==> src/rtl/dispatch_unit_if.sv <==
`default_nettype none
// ============================================================================
// dispatch_unit_if : fetch, issue and result-broadcast signals of dispatch
// Revision: 1.0
// ============================================================================
interface dispatch_unit_if;
  logic        in_valid1;
  logic        in_valid2;
  logic [31:0] in_inst1;
  logic [31:0] in_inst2;
  logic [15:0] in_pc1;
  logic [15:0] in_pc2;
  logic        in_take1;
  logic        in_take2;
  logic        stall;
  logic [39:0] addbus;
  logic [39:0] multbus;
  logic [39:0] loadbus;
  logic [39:0] instbus1;
  logic [39:0] instbus2;
  logic        inst_valid1;
  logic        inst_valid2;
  logic [15:0] pc1;
  logic [15:0] pc2;
  logic        illegal_op;

  modport slave (
    input  in_valid1, in_valid2, in_inst1, in_inst2, in_pc1, in_pc2,
    input  stall, addbus, multbus, loadbus,
    output in_take1, in_take2, instbus1, instbus2,
    output inst_valid1, inst_valid2, pc1, pc2, illegal_op
  );

  modport master (
    output in_valid1, in_valid2, in_inst1, in_inst2, in_pc1, in_pc2,
    output stall, addbus, multbus, loadbus,
    input  in_take1, in_take2, instbus1, instbus2,
    input  inst_valid1, inst_valid2, pc1, pc2, illegal_op
  );
endinterface
`default_nettype wire

==> src/rtl/dispatch_unit.sv <==
`default_nettype none
// ============================================================================
// dispatch_unit : dual-issue in-order dispatch with RS tag allocation/renaming
// Revision: 1.0
// ============================================================================
module dispatch_unit #(
  parameter int NUM_ADD = 3,
  parameter int NUM_MUL = 2,
  parameter int NUM_LD  = 2
) (
  input  logic           clk,
  input  logic           rst_n,
  dispatch_unit_if.slave du
);

  localparam int          c_ntag       = NUM_ADD + NUM_MUL + NUM_LD;
  localparam int          c_idx_w      = (c_ntag > 1) ? $clog2(c_ntag) : 1;
  localparam logic [7:0]  c_op_add     = 8'h01;
  localparam logic [7:0]  c_op_sub     = 8'h02;
  localparam logic [7:0]  c_op_mul     = 8'h03;
  localparam logic [7:0]  c_op_ld      = 8'h04;
  localparam logic [5:0]  c_reg_base   = 6'b000100;
  localparam logic [31:0] c_page_fault = 32'hffff_ffff;

  typedef enum logic [1:0] {
    CLS_ADD = 2'd0,
    CLS_MUL = 2'd1,
    CLS_LD  = 2'd2,
    CLS_ILL = 2'd3
  } cls_e;

  typedef logic [3:0][7:0] status_t;

  function automatic cls_e decode(input logic [7:0] op);
    case (op)
      c_op_add, c_op_sub: return CLS_ADD;
      c_op_mul:           return CLS_MUL;
      c_op_ld:            return CLS_LD;
      default:            return CLS_ILL;
    endcase
  endfunction

  // Tag index range per class; tag value is index + 1. Illegal gets an empty range.
  function automatic int cls_lo(input cls_e c);
    case (c)
      CLS_ADD: return 0;
      CLS_MUL: return NUM_ADD;
      CLS_LD:  return NUM_ADD + NUM_MUL;
      default: return c_ntag;
    endcase
  endfunction

  function automatic int cls_hi(input cls_e c);
    case (c)
      CLS_ADD: return NUM_ADD - 1;
      CLS_MUL: return NUM_ADD + NUM_MUL - 1;
      CLS_LD:  return c_ntag - 1;
      default: return -1;
    endcase
  endfunction

  function automatic logic is_reg(input logic [7:0] f);
    return (f[7:2] == c_reg_base);
  endfunction

  function automatic logic [7:0] rename(input logic [7:0] src, input status_t st);
    if (is_reg(src) && (st[src[1:0]] != 8'h00)) return st[src[1:0]];
    return src;
  endfunction

  logic [c_ntag-1:0] busy_q, busy_d;
  status_t           status_q, status_d;
  logic [39:0]       instbus1_q, instbus2_q;
  logic [15:0]       pc1_q, pc2_q;
  logic              valid1_q, valid2_q, illegal_q;

  logic [7:0]         w_op1, w_sa1, w_sb1, w_d1;
  logic [7:0]         w_op2, w_sa2, w_sb2, w_d2;
  cls_e               w_cls1, w_cls2;
  logic               w_ill1, w_ill2;
  logic               w_found1, w_found2;
  logic [c_idx_w-1:0] w_idx1, w_idx2;
  logic [7:0]         w_tag1, w_tag2;
  logic               w_take1, w_take2, w_issue1, w_issue2, w_illegal;
  logic [39:0]        w_bus1, w_bus2;
  logic [2:0][7:0]    w_bc_tag;
  logic [2:0]         w_bc_en;

  assign {w_op1, w_sa1, w_sb1, w_d1} = du.in_inst1;
  assign {w_op2, w_sa2, w_sb2, w_d2} = du.in_inst2;
  assign w_cls1 = decode(w_op1);
  assign w_cls2 = decode(w_op2);
  assign w_ill1 = (w_cls1 == CLS_ILL);
  assign w_ill2 = (w_cls2 == CLS_ILL);

  // Lowest free tag per slot; slot 2 must not reuse the tag slot 1 just claimed.
  always_comb begin : free_search
    logic [c_ntag-1:0] busy2;
    w_found1 = 1'b0;
    w_idx1   = '0;
    w_found2 = 1'b0;
    w_idx2   = '0;
    for (int i = c_ntag - 1; i >= 0; i--) begin
      if ((i >= cls_lo(w_cls1)) && (i <= cls_hi(w_cls1)) && !busy_q[i]) begin
        w_found1 = 1'b1;
        w_idx1   = i[c_idx_w-1:0];
      end
    end
    busy2 = busy_q;
    if (w_found1 && (w_cls2 == w_cls1)) busy2[w_idx1] = 1'b1;
    for (int i = c_ntag - 1; i >= 0; i--) begin
      if ((i >= cls_lo(w_cls2)) && (i <= cls_hi(w_cls2)) && !busy2[i]) begin
        w_found2 = 1'b1;
        w_idx2   = i[c_idx_w-1:0];
      end
    end
  end

  assign w_tag1 = 8'(w_idx1) + 8'd1;
  assign w_tag2 = 8'(w_idx2) + 8'd1;

  assign w_take1   = rst_n & du.in_valid1 & ~du.stall & (w_ill1 | w_found1);
  assign w_issue1  = w_take1 & ~w_ill1;
  assign w_take2   = w_issue1 & du.in_valid2 & (w_ill2 | w_found2);
  assign w_issue2  = w_take2 & ~w_ill2;
  assign w_illegal = (w_take1 & w_ill1) | (w_take2 & w_ill2);

  // Slot 2 sees slot 1's destination before the status table does.
  assign w_bus1 = {w_tag1, w_op1, rename(w_sa1, status_q), rename(w_sb1, status_q), w_d1};
  assign w_bus2 = {w_tag2, w_op2,
                   (w_sa2 == w_d1) ? w_tag1 : rename(w_sa2, status_q),
                   (w_sb2 == w_d1) ? w_tag1 : rename(w_sb2, status_q),
                   w_d2};

  assign w_bc_tag = {du.loadbus[39:32], du.multbus[39:32], du.addbus[39:32]};
  assign w_bc_en  = {(du.loadbus[39:32] != 8'h00) && (du.loadbus[31:0] != c_page_fault),
                     (du.multbus[39:32] != 8'h00),
                     (du.addbus[39:32] != 8'h00)};

  // Broadcast clears first, issue writes afterwards so an issue wins a collision.
  always_comb begin : state_next
    busy_d   = busy_q;
    status_d = status_q;
    for (int b = 0; b < 3; b++) begin
      if (w_bc_en[b]) begin
        for (int i = 0; i < c_ntag; i++) begin
          if (w_bc_tag[b] == 8'(i + 1)) busy_d[i] = 1'b0;
        end
        for (int r = 0; r < 4; r++) begin
          if (status_q[r] == w_bc_tag[b]) status_d[r] = 8'h00;
        end
      end
    end
    if (w_issue1) begin
      busy_d[w_idx1] = 1'b1;
      if (is_reg(w_d1)) status_d[w_d1[1:0]] = w_tag1;
    end
    if (w_issue2) begin
      busy_d[w_idx2] = 1'b1;
      if (is_reg(w_d2)) status_d[w_d2[1:0]] = w_tag2;
    end
  end

  always_ff @(posedge clk or negedge rst_n) begin
    if (!rst_n) begin
      busy_q     <= '0;
      status_q   <= '0;
      instbus1_q <= 40'h0;
      instbus2_q <= 40'h0;
      pc1_q      <= 16'h0;
      pc2_q      <= 16'h0;
      valid1_q   <= 1'b0;
      valid2_q   <= 1'b0;
      illegal_q  <= 1'b0;
    end else begin
      busy_q    <= busy_d;
      status_q  <= status_d;
      valid1_q  <= w_issue1;
      valid2_q  <= w_issue2;
      illegal_q <= w_illegal;
      if (w_issue1) begin
        instbus1_q <= w_bus1;
        pc1_q      <= du.in_pc1;
      end
      if (w_issue2) begin
        instbus2_q <= w_bus2;
        pc2_q      <= du.in_pc2;
      end
    end
  end

  assign du.in_take1    = w_take1;
  assign du.in_take2    = w_take2;
  assign du.instbus1    = instbus1_q;
  assign du.instbus2    = instbus2_q;
  assign du.pc1         = pc1_q;
  assign du.pc2         = pc2_q;
  assign du.inst_valid1 = valid1_q;
  assign du.inst_valid2 = valid2_q;
  assign du.illegal_op  = illegal_q;

endmodule
`default_nettype wire

==> src/flat_wrapper.sv <==
// flat-port wrapper written by rule: the top's interface ports become plain ports
module dispatch_unit_flat 
#(
  parameter int NUM_ADD = 3,
  parameter int NUM_MUL = 2,
  parameter int NUM_LD  = 2
)
  (clk, rst_n, du_in_valid1, du_in_valid2, du_in_inst1, du_in_inst2, du_in_pc1, du_in_pc2, du_stall, du_addbus, du_multbus, du_loadbus, du_in_take1, du_in_take2, du_instbus1, du_instbus2, du_inst_valid1, du_inst_valid2, du_pc1, du_pc2, du_illegal_op);
  dispatch_unit_if du_i ();
  input  logic clk;
  input  logic rst_n;
  input wire logic [$bits(du_i.in_valid1)-1:0] du_in_valid1;
  input wire logic [$bits(du_i.in_valid2)-1:0] du_in_valid2;
  input wire logic [$bits(du_i.in_inst1)-1:0] du_in_inst1;
  input wire logic [$bits(du_i.in_inst2)-1:0] du_in_inst2;
  input wire logic [$bits(du_i.in_pc1)-1:0] du_in_pc1;
  input wire logic [$bits(du_i.in_pc2)-1:0] du_in_pc2;
  input wire logic [$bits(du_i.stall)-1:0] du_stall;
  input wire logic [$bits(du_i.addbus)-1:0] du_addbus;
  input wire logic [$bits(du_i.multbus)-1:0] du_multbus;
  input wire logic [$bits(du_i.loadbus)-1:0] du_loadbus;
  output wire logic [$bits(du_i.in_take1)-1:0] du_in_take1;
  output wire logic [$bits(du_i.in_take2)-1:0] du_in_take2;
  output wire logic [$bits(du_i.instbus1)-1:0] du_instbus1;
  output wire logic [$bits(du_i.instbus2)-1:0] du_instbus2;
  output wire logic [$bits(du_i.inst_valid1)-1:0] du_inst_valid1;
  output wire logic [$bits(du_i.inst_valid2)-1:0] du_inst_valid2;
  output wire logic [$bits(du_i.pc1)-1:0] du_pc1;
  output wire logic [$bits(du_i.pc2)-1:0] du_pc2;
  output wire logic [$bits(du_i.illegal_op)-1:0] du_illegal_op;
  assign du_i.in_valid1 = du_in_valid1;
  assign du_i.in_valid2 = du_in_valid2;
  assign du_i.in_inst1 = du_in_inst1;
  assign du_i.in_inst2 = du_in_inst2;
  assign du_i.in_pc1 = du_in_pc1;
  assign du_i.in_pc2 = du_in_pc2;
  assign du_i.stall = du_stall;
  assign du_i.addbus = du_addbus;
  assign du_i.multbus = du_multbus;
  assign du_i.loadbus = du_loadbus;
  assign du_in_take1 = du_i.in_take1;
  assign du_in_take2 = du_i.in_take2;
  assign du_instbus1 = du_i.instbus1;
  assign du_instbus2 = du_i.instbus2;
  assign du_inst_valid1 = du_i.inst_valid1;
  assign du_inst_valid2 = du_i.inst_valid2;
  assign du_pc1 = du_i.pc1;
  assign du_pc2 = du_i.pc2;
  assign du_illegal_op = du_i.illegal_op;
  dispatch_unit #(.NUM_ADD(NUM_ADD), .NUM_MUL(NUM_MUL), .NUM_LD(NUM_LD)) u_core (.clk(clk), .rst_n(rst_n), .du(du_i));
endmodule
==> config.mk <==
export PLATFORM = sky130hd
export DESIGN_NAME = dispatch_unit_flat
export DESIGN_NICKNAME = d
export VERILOG_FILES = /design/src/rtl/dispatch_unit_if.sv /design/src/rtl/dispatch_unit.sv /design/src/flat_wrapper.sv
export SDC_FILE = /design/constraint.sdc
export NUM_CORES = 1
export LEC_CHECK = 0
export CAP_MARGIN = 0
export CORE_AREA = 2 2 172 157
export CTS_CLUSTER_SIZE = 12
export DETAILED_ROUTE_END_ITERATION = 12
export DIE_AREA = 0 0 174 159
export HOLD_SLACK_MARGIN = 0.06
export PLACE_DENSITY = 0.73
export SYNTH_ARGS = -nofsm -noshare
export SYNTH_HDL_FRONTEND = slang
export SYNTH_SLANG_ARGS = --single-unit
==> constraint.sdc <==
create_clock -name clk -period 3.7 [get_ports clk]
set_input_delay 0.74 -clock clk [delete_from_list [all_inputs] [get_ports clk]]
set_output_delay 0.74 -clock clk [all_outputs]
set_load 0.01 [all_outputs]
==> results by group, run 1 <==
Status
  • Outcome: finished, violations left
  • Failing checks: setup timing

Worst setup path
  • Max stage delay on crit path: 0.51 ns
  • CP Buf/Inv Count: 3
  • Critical Path RT: 2.96 ns
  • Critical path launch point type: input port
  • Most frequent CP cell: buf_6
  • Setup crit end kind: output port
  • WP data arrival: 3.06 ns
  • Worst path cell trace: buf_6 > or4_4 > or2_1 > buf_6 > a2111o_1 > a2111oi_4 > o21a_1 > o211a_1 > a21oi_2 > buf_2
  • Crit path kind: input port to output port
  • Reg-to-Reg Start: u_core.busy_q[2]
  • Crit. Startpoint: du_in_inst1[30]
  • CP max stage cell: or4_4
  • CP top delay family: compound AO/OA/AOI/OAI gates
  • Crit-path max FO: 8

Clocking
  • Maximum level of the CTS H-tree: 4
  • Reg clk slew, reported paths: 0.07 ns
  • Post-CTS Hold Buffers: 0
  • CTS Buf Count: 17
  • Clk buf depth: 2
  • Clock root buffer: clkbuf_16
  • CTS tree: built
  • CTS Sinks: 146
  • Skew-Pair Late Insertion Delay: 0.42 ns

STA
  • Max-slew violation count: 0
  • Unrepaired setup endpoints after global routing: yes
  • Final hold slack: 0.392 ns
  • Worst clock skew: 0.00855 ns
  • Clock period minus worst slack: 3.80 ns
  • Slew margin rel.: 44.2%
  • Crit share post-route: 103%
  • Final setup vio count: 1
  • Post-route setup slack: -0.0993 ns
  • Max Clk Rate: 263 MHz
  • Final hold vios: 0
  • Worst slew pin tran: 0.837 ns

Floorplan
  • Full die area: 27700 um^2
  • Starting density of the core: 36.5%
  • Row count: 56
  • # IOs: 338
  • Total core area: 25800 um^2
  • Die span in x: 174 um
  • Die Span Y: 159 um

Global routing
  • Gr usage total: 23.0%
  • First-pass GRT wire length: 50000 um
  • Largest net degree at the start of global routing: 64
  • Antenna violations before repair: 3
  • Vias in the first global route: 8944
  • Grt total ovfl: 0

Cells and area
  • # fillers: 2378
  • Fraction of layout cells with a size suffix above 1: 19.3%
  • Nets: 1483
  • Final instance area: 13500 um^2
  • Area Overhead vs Synth: 44.1%
  • Area occupied by multi-input gates: 5350 um^2
  • Reg area: 3650 um^2

Logic synthesis
  • Synth Register Bits: 146
  • Syn Std Cell Area: 9400 um^2
  • EDFF count, synth: 0
  • Post-synthesis sequential area ratio: 38.9%
  • Cell count after synthesis: 965
  • Post-synth cell types: 73
  • Mean Syn Cell Area: 9.74 um^2
  • Synth Flop Type: dfrtp_1
  • Post-synth ARST share: 100%
  • Syn. warnings: 0

Place
  • GP Congestion: 0.966
  • Dpl ws: -0.848 ns
  • Dpl cell area: 12900 um^2
  • Dpl hpwl: 24100 um
  • Port bufs: 265

Route
  • DR vias: 8683
  • Wire per inst: 19.5 um
  • DRT iter0 DRCs: 654
  • Via/cell ratio: 5.34
  • Final WL: 31800 um
  • # DRC: 0
  • Routed Antenna Nets: 0
  • DR pass1 iterations: 5

Power
  • Final Power: 3.93 mW
  • Leakage: 5.55 nW
  • Total power divided by cell area: 290 nW/um^2
  • Worst vdd ir: 0.000305 V

Worst hold path
  • Hold Crit Class: input port to asynchronous set/reset pin

Flow run
  • Number of max-cap violations: 0
state kept, by name, summed over array words and instances (netlist names):
signal	count
u_core.busy_q	7
u_core.du.illegal_op	1
u_core.du.inst_valid1	1
u_core.du.inst_valid2	1
u_core.du.instbus1	36
u_core.du.instbus2	36
u_core.du.pc1	16
u_core.du.pc2	16
u_core.status_q	32
placed cells by master, fill, tap and decap left out, types with 8 or more instances in the layout:
cell type / count
nor2b_1: 14
nand2_1: 123
mux2_2: 27
nor3_1: 15
mux2_1: 14
dfrtp_1: 146
buf_4: 110
and2_1: 29
o21ai_0: 29
conb_1: 8
nand3b_1: 10
a31oi_1: 18
nor2_1: 45
nor4_1: 14
mux2i_1: 23
a21oi_1: 35
nand4_1: 37
clkbuf_16: 17
clkdlybuf4s50_1: 249
xnor2_1: 115
nand3_1: 12
mux4_2: 32
synthesized netlist by cell type (3+ instances only):
library cell / number / area (um^2)
nand4_1: 37 / 231
o31ai_1: 4 / 30.0
a21oi_1: 37 / 185
dfrtp_1: 146 / 3650
buf_2: 10 / 50.1
mux4_2: 32 / 721
mux2_1: 14 / 158
or4b_2: 4 / 40.0
o32a_1: 3 / 30.0
nand2b_1: 6 / 37.5
and2_1: 29 / 181
a221o_1: 3 / 30.0
nand3_1: 12 / 60.1
nor2b_1: 14 / 87.6
mux2i_1: 23 / 230
a211o_1: 4 / 35.0
inv_1: 4 / 15.0
o22ai_1: 3 / 18.8
nand3b_1: 10 / 75.1
and3_1: 4 / 25.0
or4_1: 5 / 37.5
buf_1: 13 / 48.8
o21ai_0: 29 / 145
buf_6: 5 / 56.3
a21boi_0: 3 / 22.5
a31oi_1: 18 / 113
mux2_2: 28 / 315
nor3b_1: 6 / 45.0
a221oi_1: 4 / 35.0
nor3_1: 15 / 75.1
buf_4: 9 / 67.6
a211oi_1: 9 / 67.6
clkbuf_1: 70 / 263
nor4_1: 16 / 100
nor2_1: 45 / 169
nand2_1: 123 / 462
xnor2_1: 115 / 1010
nor4b_1: 4 / 35.0
or3_1: 6 / 37.5
metal layers:
metal	GRT usage, %	vias up	wire length, um
li1	-	4026	-
met1	30.4	4152	13500
met2	36.3	433	14500
met3	6.18	72	2840
met4	8.75	0	894
met5	0	-	0
power by group:
| part | switching [mW] | internal, mW | total (mW) |
|---|---|---|---|
| combinational | 0.254 | 0.326 | 0.581 |
| clock | 0.792 | 0.914 | 1.71 |
| sequential | 0.0171 | 1.62 | 1.64 |
logic make-up (layout without fill, tap and decap cells):
group / Yosys count / count (layout) / share of synthesized area (%)
and+or+nand+nor: 350 / 350 / 19.4
DFF: 146 / 146 / 38.9
AOI/OAI and AO/OA: 143 / 143 / 10.3
xor gates and xnor gates: 116 / 116 / 10.8
buffers and inverters: 112 / 415 / 5.38
muxes: 97 / 97 / 15.1
other: 1 / 11 / 0.0399
per-stage QoR:
step / cells / util [%] / setup TNS (ns)
3_5_place_dp: 1586 / 50.0 / -33.84
5_1_grt: 1626 / 52.5 / -0.719
4_1_cts: 1621 / 52.4 / -0.0977
6_report: 1626 / 52.5 / -0.0993
3_3_place_gp: 1586 / 50.0 / -30.34
2_1_floorplan: 972 / - / 0
worst paths after layout:
kind	to	slack, ns	cells past startpoint
max in group asynchronous	u_core.du.instbus2[14]	1.82	3
hold reg to reg	u_core.du.instbus1[26]	0.47	2
min in group clk	u_core.du.instbus1[26]	0.47	2
hold / removal	u_core.du.illegal_op	0.39	2
setup reg to reg	u_core.du.instbus2[22]	0.38	13
setup / recovery	du_in_take2	-0.1	10
cell type report:
class / instances / area share [%]
Multi-Input combinational cell: 714 / 39.5
Tap cell: 348 / 3.22
Timing Repair Buffer: 378 / 25.8
Sequential cell: 146 / 27.0
Clock buffer: 18 / 3.24
Antenna cell: 3 / 0.0554
Clock inverter: 14 / 1.05
Inverter: 5 / 0.148
worst reg2reg max path, stage by stage, from the launching register on:
cell and delay (ns):
dfrtp_1 0.52, nor4b_1 0.35, a21oi_1 0.12, a221oi_2 0.28
buf_4 0.17, a31oi_1 0.07, a31o_2 0.27, o211a_1 0.24
buf_4 0.14, buf_4 0.12, buf_4 0.16, nor2_4 0.15
buf_12 0.23, mux2_2 0.38
what timing repair did:
item                       CTS  global route
pin swaps                   10             6
resized for setup           50             9
buffers inserted             3             2
setup endpoints to repair   36             1
(Power assumes the default switching activity.)
==> run 2, diff against run 1 <==
- ABC_CLOCK_PERIOD_IN_PS: default -> 3300
- clock period: 3.7 -> 3.3 ns (I/O delays scaled with it)
==> run 2 against run 1 <==
The run still ends with setup timing left. Critical path depth is 6 higher. Register-to-register slack worse by 0.43 ns. Non-clock buffer count is 58 higher. Worst setup slack worse by 0.27 ns. Critical path type is now input port to register. Die area stayed put. Combinational power is 19% higher. Power is 14% higher. Via count is 3.4% higher. Sequential power is 12% higher. Count of clock-buffer cells in the layout stayed put. Final cell count is 3.4% higher.
==> results by group, run 2 (synthesized netlist as in run 1, its figures left out) <==
Worst setup path
  • Crit-path max FO: 8 (unchanged)
  • Setup crit end kind: register
  • Reg-to-Reg Start: u_core.busy_q[2]
  • Critical Path RT: 3.61 ns (+0.65 ns)
  • Most frequent CP cell: buf_6
  • Crit. Startpoint: du_in_inst1[30]
  • CP max stage cell: or4_4
  • Crit path kind: input port to register
  • Max stage delay on crit path: 0.53 ns (+0.02 ns)
  • WP data arrival: 3.98 ns (+0.92 ns)
  • Worst path cell trace: buf_6 > or4_4 > or2_4 > or3_4 > a211oi_2 > nor4_1 > buf_4 > o211a_4 > buf_6 > buf_6 > buf_6 > buf_8 > nor2_4 > buf_12 > clkbuf_16 > mux2_2
  • Critical path launch point type: input port
  • R2R depth: 15 (+2)

STA
  • Worst slew pin tran: 0.718 ns (-0.119 ns)
  • Final setup vio count: 55 (+54)
  • Final hold slack: 0.298 ns (-0.0945 ns)
  • Max Clk Rate: 273 MHz
  • Unrepaired setup endpoints after global routing: yes
  • Setup TNS: -13.44 ns (-13.34 ns)
  • Crit share post-route: 111%
  • Final hold vios: 0 (unchanged)
  • Worst clock skew: 0.0131 ns (+0.00456 ns)
  • Post-route setup slack: -0.366 ns (-0.267 ns)
  • Clock period minus worst slack: 3.67 ns
  • Slew margin rel.: 52.1% (+7.9 points)
  • Max-slew violation count: 0 (unchanged)

Global routing
  • Grt total ovfl: 0 (unchanged)
  • Gr usage total: 23.7% (+0.64 points)
  • First-pass GRT wire length: 51300 um (+2.6%)
  • Largest net degree at the start of global routing: 120 (+88%)
  • Vias in the first global route: 9223 (+3.1%)
  • Antenna violations before repair: 1 (-2)

Cells and area
  • Reg area: 3650 um^2 (unchanged)
  • Most common cell after layout, fill and taps aside: clkdlybuf4s50_1
  • Nets: 1541 (+3.9%)
  • # fillers: 2267 (-4.7%)
  • Area Overhead vs Synth: 52.5%
  • Most frequent cells in the layout: clkdlybuf4s50_1 (248), dfrtp_1 (146), buf_4 (144), nand2_1 (123), xnor2_1 (115)
  • Final Util: 55.6% (+3.1 points)
  • Area occupied by multi-input gates: 5510 um^2 (+2.9%)
  • Fraction of layout cells with a size suffix above 1: 24.5% (+5.2 points)

Route
  • Final WL: 33800 um (+6.2%)
  • DR pass1 iterations: 5 (unchanged)
  • Wire per inst: 20.1 um (+2.7%)
  • # DRC: 0 (unchanged)
  • DR vias: 8979 (+3.4%)
  • DRT iter0 DRCs: 771 (+18%)
  • Via/cell ratio: 5.34 (about the same)
  • Routed Antenna Nets: 0 (unchanged)

Floorplan
  • # IOs: 338 (unchanged)
  • Total core area: 25800 um^2 (unchanged)
  • Die Span Y: 159 um (unchanged)
  • Die span in x: 174 um (unchanged)
  • Full die area: 27700 um^2 (unchanged)
  • Row count: 56 (unchanged)
  • Starting density of the core: 36.5% (unchanged)

Clocking
  • Post-CTS Hold Buffers: 0 (unchanged)
  • Clock root buffer: clkbuf_16
  • CTS Buf Count: 17 (unchanged)
  • Reg clk slew, reported paths: 0.07 ns (about the same)
  • Clk buf depth: 2 (unchanged)
  • CTS Sinks: 146 (unchanged)
  • Skew-Pair Late Insertion Delay: 0.43 ns (about the same)
  • Maximum level of the CTS H-tree: 4 (unchanged)
  • CTS tree: built

Power
  • Clk network pwr share: 43.3% (-0.2 points)
  • Worst vdd ir: 0.000283 V (-7.1%)
  • Logic pwr share: 15.6% (+0.8 points)
  • Switching Share: 27.5% (+0.37 points)
  • Total power divided by cell area: 311 nW/um^2 (+7.4%)
  • Leakage: 5.95 nW (+7.1%)
  • Internal: 3.24 mW (+13%)
  • Switching power: 1.23 mW (+15%)
  • Sequential share of power: 41.1% (-0.7 points)

Flow run
  • Number of max-cap violations: 0 (unchanged)

Place
  • GP Congestion: 0.944 (-2.3%)
  • Dpl hpwl: 24500 um (+1.7%)
  • Port bufs: 265 (unchanged)

Worst hold path
  • Hold Crit Class: input port to asynchronous set/reset pin

Status
  • Failing checks: setup timing
  • Outcome: finished, violations left
[run 2: area by class of cell]
class	instances	area share [%]
multi-input cells	714	38.4
repair buffers	436	28.9
flip-flops and latches	146	25.5
clock buffers	18	3.06
well taps	348	3.04
clock inverters	14	0.977
inverters	5	0.140
diodes	1	0.0175
[run 2: what timing repair did]
action	4_1_cts	5_1_grt
setup buffers	2	13
resized for setup	53	59
setup endpoints to repair	91	62
pin swaps	11	10
gates cloned	0	6
[run 2: final timing paths]
kind	end	slack [ns]
min in group clk	u_core.du.instbus1[25]	0.47
max in group asynchronous	u_core.du.instbus2[18]	1.99
setup reg to reg	u_core.du.instbus2[2]	-0.05
setup / recovery	u_core.du.instbus2[2]	-0.37
hold reg to reg	u_core.du.instbus1[25]	0.47
hold / removal	u_core.du.pc2[5]	0.30
[run 2: metal layers]
metal	wire, um	up-vias	share of wire [%]	GRT usage, %
met4	798	0	2.4	7.14
met1	14400	4355	43	31.5
met2	15600	430	46	38.0
li1	-	4127	-	-
met3	2960	67	8.8	6.21
met5	0	-	0	0
[run 2: stage by stage]
step	area, um^2	total power, mW	setup WS, ns	cells
floorplan	9470	2.13	-0.238	972
global placement	13300	2.53	-1.13	1630
detailed placement	13300	2.54	-1.15	1630
CTS	13900	4.49	-0.321	1664
global route	14300	4.63	-0.412	1682
finish	14300	4.46	-0.366	1682
[run 2: critical path, delay by kind of cell]
family                 cells  cell delay [ns]
buffers and inverters      8             1.02
and+or+nand+nor            5             1.53
AOI/OAI and AO/OA          2             0.42
muxes                      1             0.34
[run 2: power by group through the flow]
stage                     clock (mW)  combinational (mW)  sequential [mW]
after CTS                       1.98               0.682             1.83
after global routing            2.04               0.753             1.84
after floorplan                    0               0.249             1.88
after detailed placement           0               0.676             1.87
after global placement             0               0.667             1.87
final                           1.93               0.694             1.83
==> RTL change 1: new RTL, settings of run 1 <==
`NUM_MUL` is set to 2 in 2 places; all go to 1.
--- a/src/rtl/dispatch_unit.sv
+++ b/src/rtl/dispatch_unit.sv
@@ -5,7 +5,7 @@
 // ============================================================================
 module dispatch_unit #(
   parameter int NUM_ADD = 3,
-  parameter int NUM_MUL = 2,
+  parameter int NUM_MUL = 1,
   parameter int NUM_LD  = 2
 ) (
   input  logic           clk,
--- a/src/flat_wrapper.sv
+++ b/src/flat_wrapper.sv
@@ -2,7 +2,7 @@
 module dispatch_unit_flat 
 #(
   parameter int NUM_ADD = 3,
-  parameter int NUM_MUL = 2,
+  parameter int NUM_MUL = 1,
   parameter int NUM_LD  = 2
 )
   (clk, rst_n, du_in_valid1, du_in_valid2, du_in_inst1, du_in_inst2, du_in_pc1, du_in_pc2, du_stall, du_addbus, du_multbus, du_loadbus, du_in_take1, du_in_take2, du_instbus1, du_instbus2, du_inst_valid1, du_inst_valid2, du_pc1, du_pc2, du_illegal_op);
Behaviour: not the same (Yosys sat finds a counterexample within 4 cycles, from zero or initial values and one cycle with rst_n low).
==> RTL change 1 against run 1 <==
  * The flow still finishes with violations (negative setup slack)
  * Routed wire length decreased by 0.85%
  * First-iteration DRC count grew 4.6%
  * Maximum frequency is 0.13% lower
  * Worst setup slack lost 5.0 ps
  * Synthesized area increased by 2.8%
  * Sequential cell count shrank 1
  * Largest cell class unchanged
  * Design area increased by 2.7%
  * Total power barely moved
==> RTL change 1: results (changes against run 1) <==
| Metric | Value |
|---|---|
| Run status | `finished, violations left (unchanged)` |
| Failing checks | `negative setup slack (unchanged)` |
| Share of post-route cells with drive strength above 1 | `0.2070 (was 0.1929)` |
| Most instantiated library cell after synthesis | `dfrtp_1 (unchanged)` |
| Post-synth top cells | `dfrtp_1, nand2_1, xnor2_1, clkbuf_1, nor2_1 (unchanged)` |
| Yosys cell types | `72 (was 73)` |
| Layout Area Growth over Synthesis | `43.94% (was 44.07%)` |
| First-pass GRT wire length | `49080 microns (was 50040 microns)` |
| Combinational power share | `0.139 (was 0.148)` |
| CTS Buffer Depth | `2 (unchanged)` |
| Peak supply drop | `213.7 uV (was 304.7 uV)` |
| Adder-Cell Fraction of Synth Area | `0.002589 (was 0)` |
| GRT Total Usage | `0.2242 (was 0.2304)` |
| Port bufs | `265 (unchanged)` |
| Via count | `8850 (was 8683)` |
| Slew at the pin with the worst max-slew slack | `733.7 ps (was 836.5 ps)` |
| Max Clock Skew | `16.72 ps (was 8.552 ps)` |
| Max Fanout on Critical Path | `3 (was 8)` |
| DRT iter0 DRCs | `684 (was 654)` |
| Antenna violations before repair | `3 (unchanged)` |
| Psw | `0.001102 W (was 0.001064 W)` |
| Compound-Gate Fraction of Synth Area | `0.1069 (was 0.1032)` |
| Gpl congestion | `0.8822 (was 0.9657)` |
| Largest net degree at the start of global routing | `134 (was 64)` |
| Power Clock | `0.00176 W (was 0.00171 W)` |
| Clock-pin slew on the worst setup and hold paths | `roughly 80 ps` |
| Post-synthesis xor/xnor area fraction | `0.1069 (was 0.1081)` |
| TritonRoute pass-1 iters | `8 (was 5)` |
| Fin worst setup slack | `-104.3 ps (was -99.28 ps)` |
| Dpl hpwl | `23470 microns (was 24060 microns)` |
| Fraction of registers with async set/reset | `1.000 (unchanged)` |
| Clock share of power | `0.450 (was 0.435)` |
| Syn. warnings | `0 (unchanged)` |
| Top cells by area, synth | `dfrtp_1, xnor2_1, mux4_2 (unchanged)` |
| Routed length per instance | `19.21 microns (was 19.54 microns)` |
| Final setup viols | `1 (unchanged)` |
| NumNets Final | `1500 (was 1483)` |
| Htree depth | `4 (unchanged)` |
| Sequential fraction of the synthesis area | `0.3754 (was 0.3887)` |
| Multiplexer share of the synthesized area | `0.1665 (was 0.1515)` |
| LEAKAGE | `5.865 nW (was 5.551 nW)` |
==> RTL change 1: cell types whose count changed after synthesis, moves of 8 or more <==
cell     change
mux2_4      +42
xor2_1      +19
xnor2_1     -17
nor2_1      +13
and2_1      -10
o21a_1      +10
mux2_2      -25
inv_1        +9
nand3_1     +28
nor2b_1     -10
buf_2        -8
mux2_1      -11
a31oi_1     -14
==> RTL change 1: stage by stage <==
| stage | instances | TNS (ps) | utilization | instance area, sq um | setup slack (ps) |
|---|---|---|---|---|---|
| 5_1_grt | 1638 | -164.1 | 0.5394 | 13910 | -164.1 |
| 2_1_floorplan | 991 | -26.93 | - | 9728 | -26.93 |
| 4_1_cts | 1632 | -146.0 | 0.5332 | 13750 | -146.0 |
| 3_5_place_dp | 1596 | -18400 | 0.5071 | 13080 | -930.5 |
| 3_3_place_gp | 1596 | -14830 | 0.5071 | 13080 | -906.7 |
| 6_report | 1640 | -104.3 | 0.5395 | 13910 | -104.3 |
==> RTL change 1: final timing paths <==
kind,startpoint,to,slack (ps),cells after the start
worst max-delay path,du_in_inst2[27],du_in_take2,-100,9
worst min-delay path,rst_n,u_core.du.instbus1[14],290,2
worst max register to register,u_core.busy_q[4],u_core.status_q[25],640,11
worst min register to register,u_core.du.instbus1[24],u_core.du.instbus1[24],470,2
max in group asynchronous,rst_n,u_core.du.instbus2[28],2420,3
min in group clk,u_core.du.instbus1[24],u_core.du.instbus1[24],470,2
==> RTL change 1: logic make-up (layout without fill, tap and decap cells) <==
family | count (synthesis) | after routing
AND/OR/NAND/NOR | 358 | 358
other | 1 | 10
flip-flops | 145 | 145
multiplexers | 99 | 99
XOR/XNOR | 118 | 118
adder cells (fa/ha/maj) | 2 | 2
AO/OA/AOI/OAI | 146 | 146
buffers and inverters | 115 | 414
==> RTL change 1: layer usage <==
layer  track usage  wire [microns]  part of all wire  vias up
met2        0.3720           15020              0.48      414
li1              -               -                 -     4067
met4       0.05730             688             0.022        0
met3       0.05683            2688             0.085       61
met5             0               0                 0        -
met1        0.2931           13110              0.42     4308
==> RTL change 1: area by class of cell <==
type | instances | area (sq um)
clock buffer | 17 | 425.4
timing repair buffer | 368 | 3475
multi-input combinational | 731 | 5704
tap | 348 | 435.4
sequential | 145 | 3628
fill | 2290 | 11870
antenna | 2 | 5.005
inverter | 14 | 52.55
clock inverter | 15 | 186.4
==> RTL change 1: repair_timing <==
action | in CTS | in global routing
setup endpoints to repair | 7 | 1
gates resized for setup | 34 | 22
buffers inserted | 4 | 7
pin swaps | 11 | 18
==> RTL change 1: critical path, stage by stage <==
cell and delay (ps):
buf_6 90, or4_1 500, or3_4 350, mux2_4 330
a211o_4 350, a31o_1 230, o21ba_4 210, a21oi_4 120
buf_2 140
==> RTL change 2: new RTL, settings of run 1 <==
Without the edit above. Make the reset (`rst_n`) synchronous in one clocked block.
--- a/src/rtl/dispatch_unit.sv
+++ b/src/rtl/dispatch_unit.sv
@@ -161,7 +161,7 @@
     end
   end
 
-  always_ff @(posedge clk or negedge rst_n) begin
+  always_ff @(posedge clk) begin
     if (!rst_n) begin
       busy_q     <= '0;
       status_q   <= '0;
Check against the original RTL: not equivalent (a bounded check fails within 4 cycles, from zero or initial values and one cycle with rst_n low; the reset may be asserted at any time).
==> RTL change 2 against run 1 <==
  * Worst setup slack improved by 160 ps
  * Cell count increased by 5.0%
  * Via count increased by 9.1%
  * Clock power increased by 2%
  * Maximum frequency increased by 4.5%
  * Synthesized area decreased by 1.8%
  * Sequential cell count unchanged
  * Hold slack improved by 56 ps
  * Sequential power decreased by 4%
  * Synthesized cell count increased by 11%
  * Count of clock-buffer cells in the layout unchanged
  * Design area decreased by 1.3%
  * Total power decreased by 2.3%
  * Routed wire length increased by 4.1%
  * Critical endpoint unchanged
==> RTL change 2: results (changes against run 1) <==
| Metric | Value |
|---|---|
| LEAKAGE | `5.059 nW (was 5.551 nW)` |
| R2r endpoint | `u_core.status_q[26] (was u_core.du.instbus2[22])` |
| Peak supply drop | `294.1 uV (was 304.7 uV)` |
| Sequential fraction of the synthesis area | `0.3167 (was 0.3887)` |
| Pwr dens | `287.0 nW/um^2 (was 289.9 nW/um^2)` |
| Worst r2r src | `u_core.busy_q[5] (was u_core.busy_q[2])` |
| R2R depth | `10 (was 13)` |
| Max Clock Skew | `9.085 ps (was 8.552 ps)` |
| Top cells by area, synth | `dfxtp_1, xor2_1, mux4_2 (was dfrtp_1, xnor2_1, mux4_2)` |
| DRT iter0 DRCs | `759 (was 654)` |
| Total CTS buffers | `17 (unchanged)` |
| Gpl congestion | `0.9542 (was 0.9657)` |
| Share of post-route cells with drive strength above 1 | `0.1568 (was 0.1929)` |
| Fillers | `2321 (was 2378)` |
| Post-synth top cells | `dfxtp_1, nand2_1, xor2_1, clkbuf_1, mux2i_1 (was dfrtp_1, nand2_1, xnor2_1, clkbuf_1, nor2_1)` |
| GRT Total Usage | `0.2346 (was 0.2304)` |
| CP max stage cell | `or3b_1 (was or4_4)` |
| R2R setup slack | `790 ps (was 380 ps)` |
| Worst setup path startpoint | `du_in_inst2[24] (was du_in_inst1[30])` |
| Seq. pwr | `0.00157 W (was 0.00164 W)` |
| Met1 WL | `13690 microns (was 13530 microns)` |
| Via count | `9475 (was 8683)` |
| First-pass GRT wire length | `51740 microns (was 50040 microns)` |
| Crit path DAT | `2900 ps (was 3060 ps)` |
| Met3 Routed Length | `3233 microns (was 2843 microns)` |
| Hold/Removal Path Class | `reg -> reg (was in -> async)` |
| CP peak stage delay | `470 ps (was 510 ps)` |
| Number of global-route vias before repair | `9504 (was 8944)` |
| Root Driver | `clkbuf_16 (unchanged)` |
| Area post-placement | `12550 sq um (was 12890 sq um)` |
| Combinational power share | `0.133 (was 0.148)` |
| Antenna violations before repair | `1 (was 3)` |
| Routed length per instance | `19.39 microns (was 19.54 microns)` |
| Yosys cell types | `74 (was 73)` |
| Max Fanout on Critical Path | `4 (was 8)` |
| Sw Ratio | `0.2542 (was 0.2709)` |
| CP delay by family, top | `buffers and inverters (was compound AO/OA/AOI/OAI gates)` |
| Largest net degree at the start of global routing | `94 (was 64)` |
| Wire length on met2 | `15230 microns (was 14510 microns)` |
| Fraction of registers with async set/reset | `0 (was 1.000)` |
| Run status | `complete, no violations (was finished, violations left)` |
-- RTL change 2: cell count changes in the layout (fill, tap and decap cells not counted), sizes merged, moves of 17 or more --
cell	run 1	this run
nor3	15	40
buf	120	103
nand2	123	144
mux2	42	1
xnor2	115	2
dfxtp	0	146
mux2i	23	52
nor4	17	38
o211ai	1	20
nand4	37	9
nor3b	7	36
xor2	1	114
and2	30	2
dfrtp	146	0
-- RTL change 2: through the flow --
step	instances	util	hold slack [ps]	worst slack, ps	setup TNS (ps)
3_3_place_gp	1664	0.4867	435.7	-667.5	-7569
3_5_place_dp	1664	0.4867	441.1	-721.1	-14420
5_1_grt	1706	0.5181	473.4	-29.54	-58.22
2_1_floorplan	1080	-	472.6	206.1	0
4_1_cts	1704	0.5149	449.9	7.926	0
6_report	1707	0.5182	448.2	62.92	0
-- RTL change 2: area by class of cell --
class / instances / share of cell area
Inverter: 12 / 0.003558
Tap cell: 348 / 0.03258
Antenna cell: 1 / 0.0001873
Timing Repair Buffer: 367 / 0.2591
Multi-Input combinational cell: 801 / 0.4414
Clock inverter: 14 / 0.01161
Sequential cell: 146 / 0.2187
Clock buffer: 18 / 0.03287
-- RTL change 2: kinds of logic after synthesis --
| kind of cell | synth area share |
|---|---|
| other cells | 0.0004063 |
| buf+inv | 0.06006 |
| compound gates | 0.1555 |
| simple gates | 0.2215 |
| mux | 0.1357 |
| xor+xnor | 0.1101 |
| flops | 0.3167 |
-- RTL change 2: timing repair --
action,in CTS,in global routing
pin swaps,10,8
gates resized for setup,30,14
setup endpoints to repair,2,2
setup buffers,7,2
gates cloned,1,0
-- RTL change 2: metal layers --
layer / vias to the layer above / global-route usage
met4: 0 / 0.08442
met5: - / 0
met2: 532 / 0.3823
li1: 4413 / -
met3: 80 / 0.05372
met1: 4450 / 0.3046
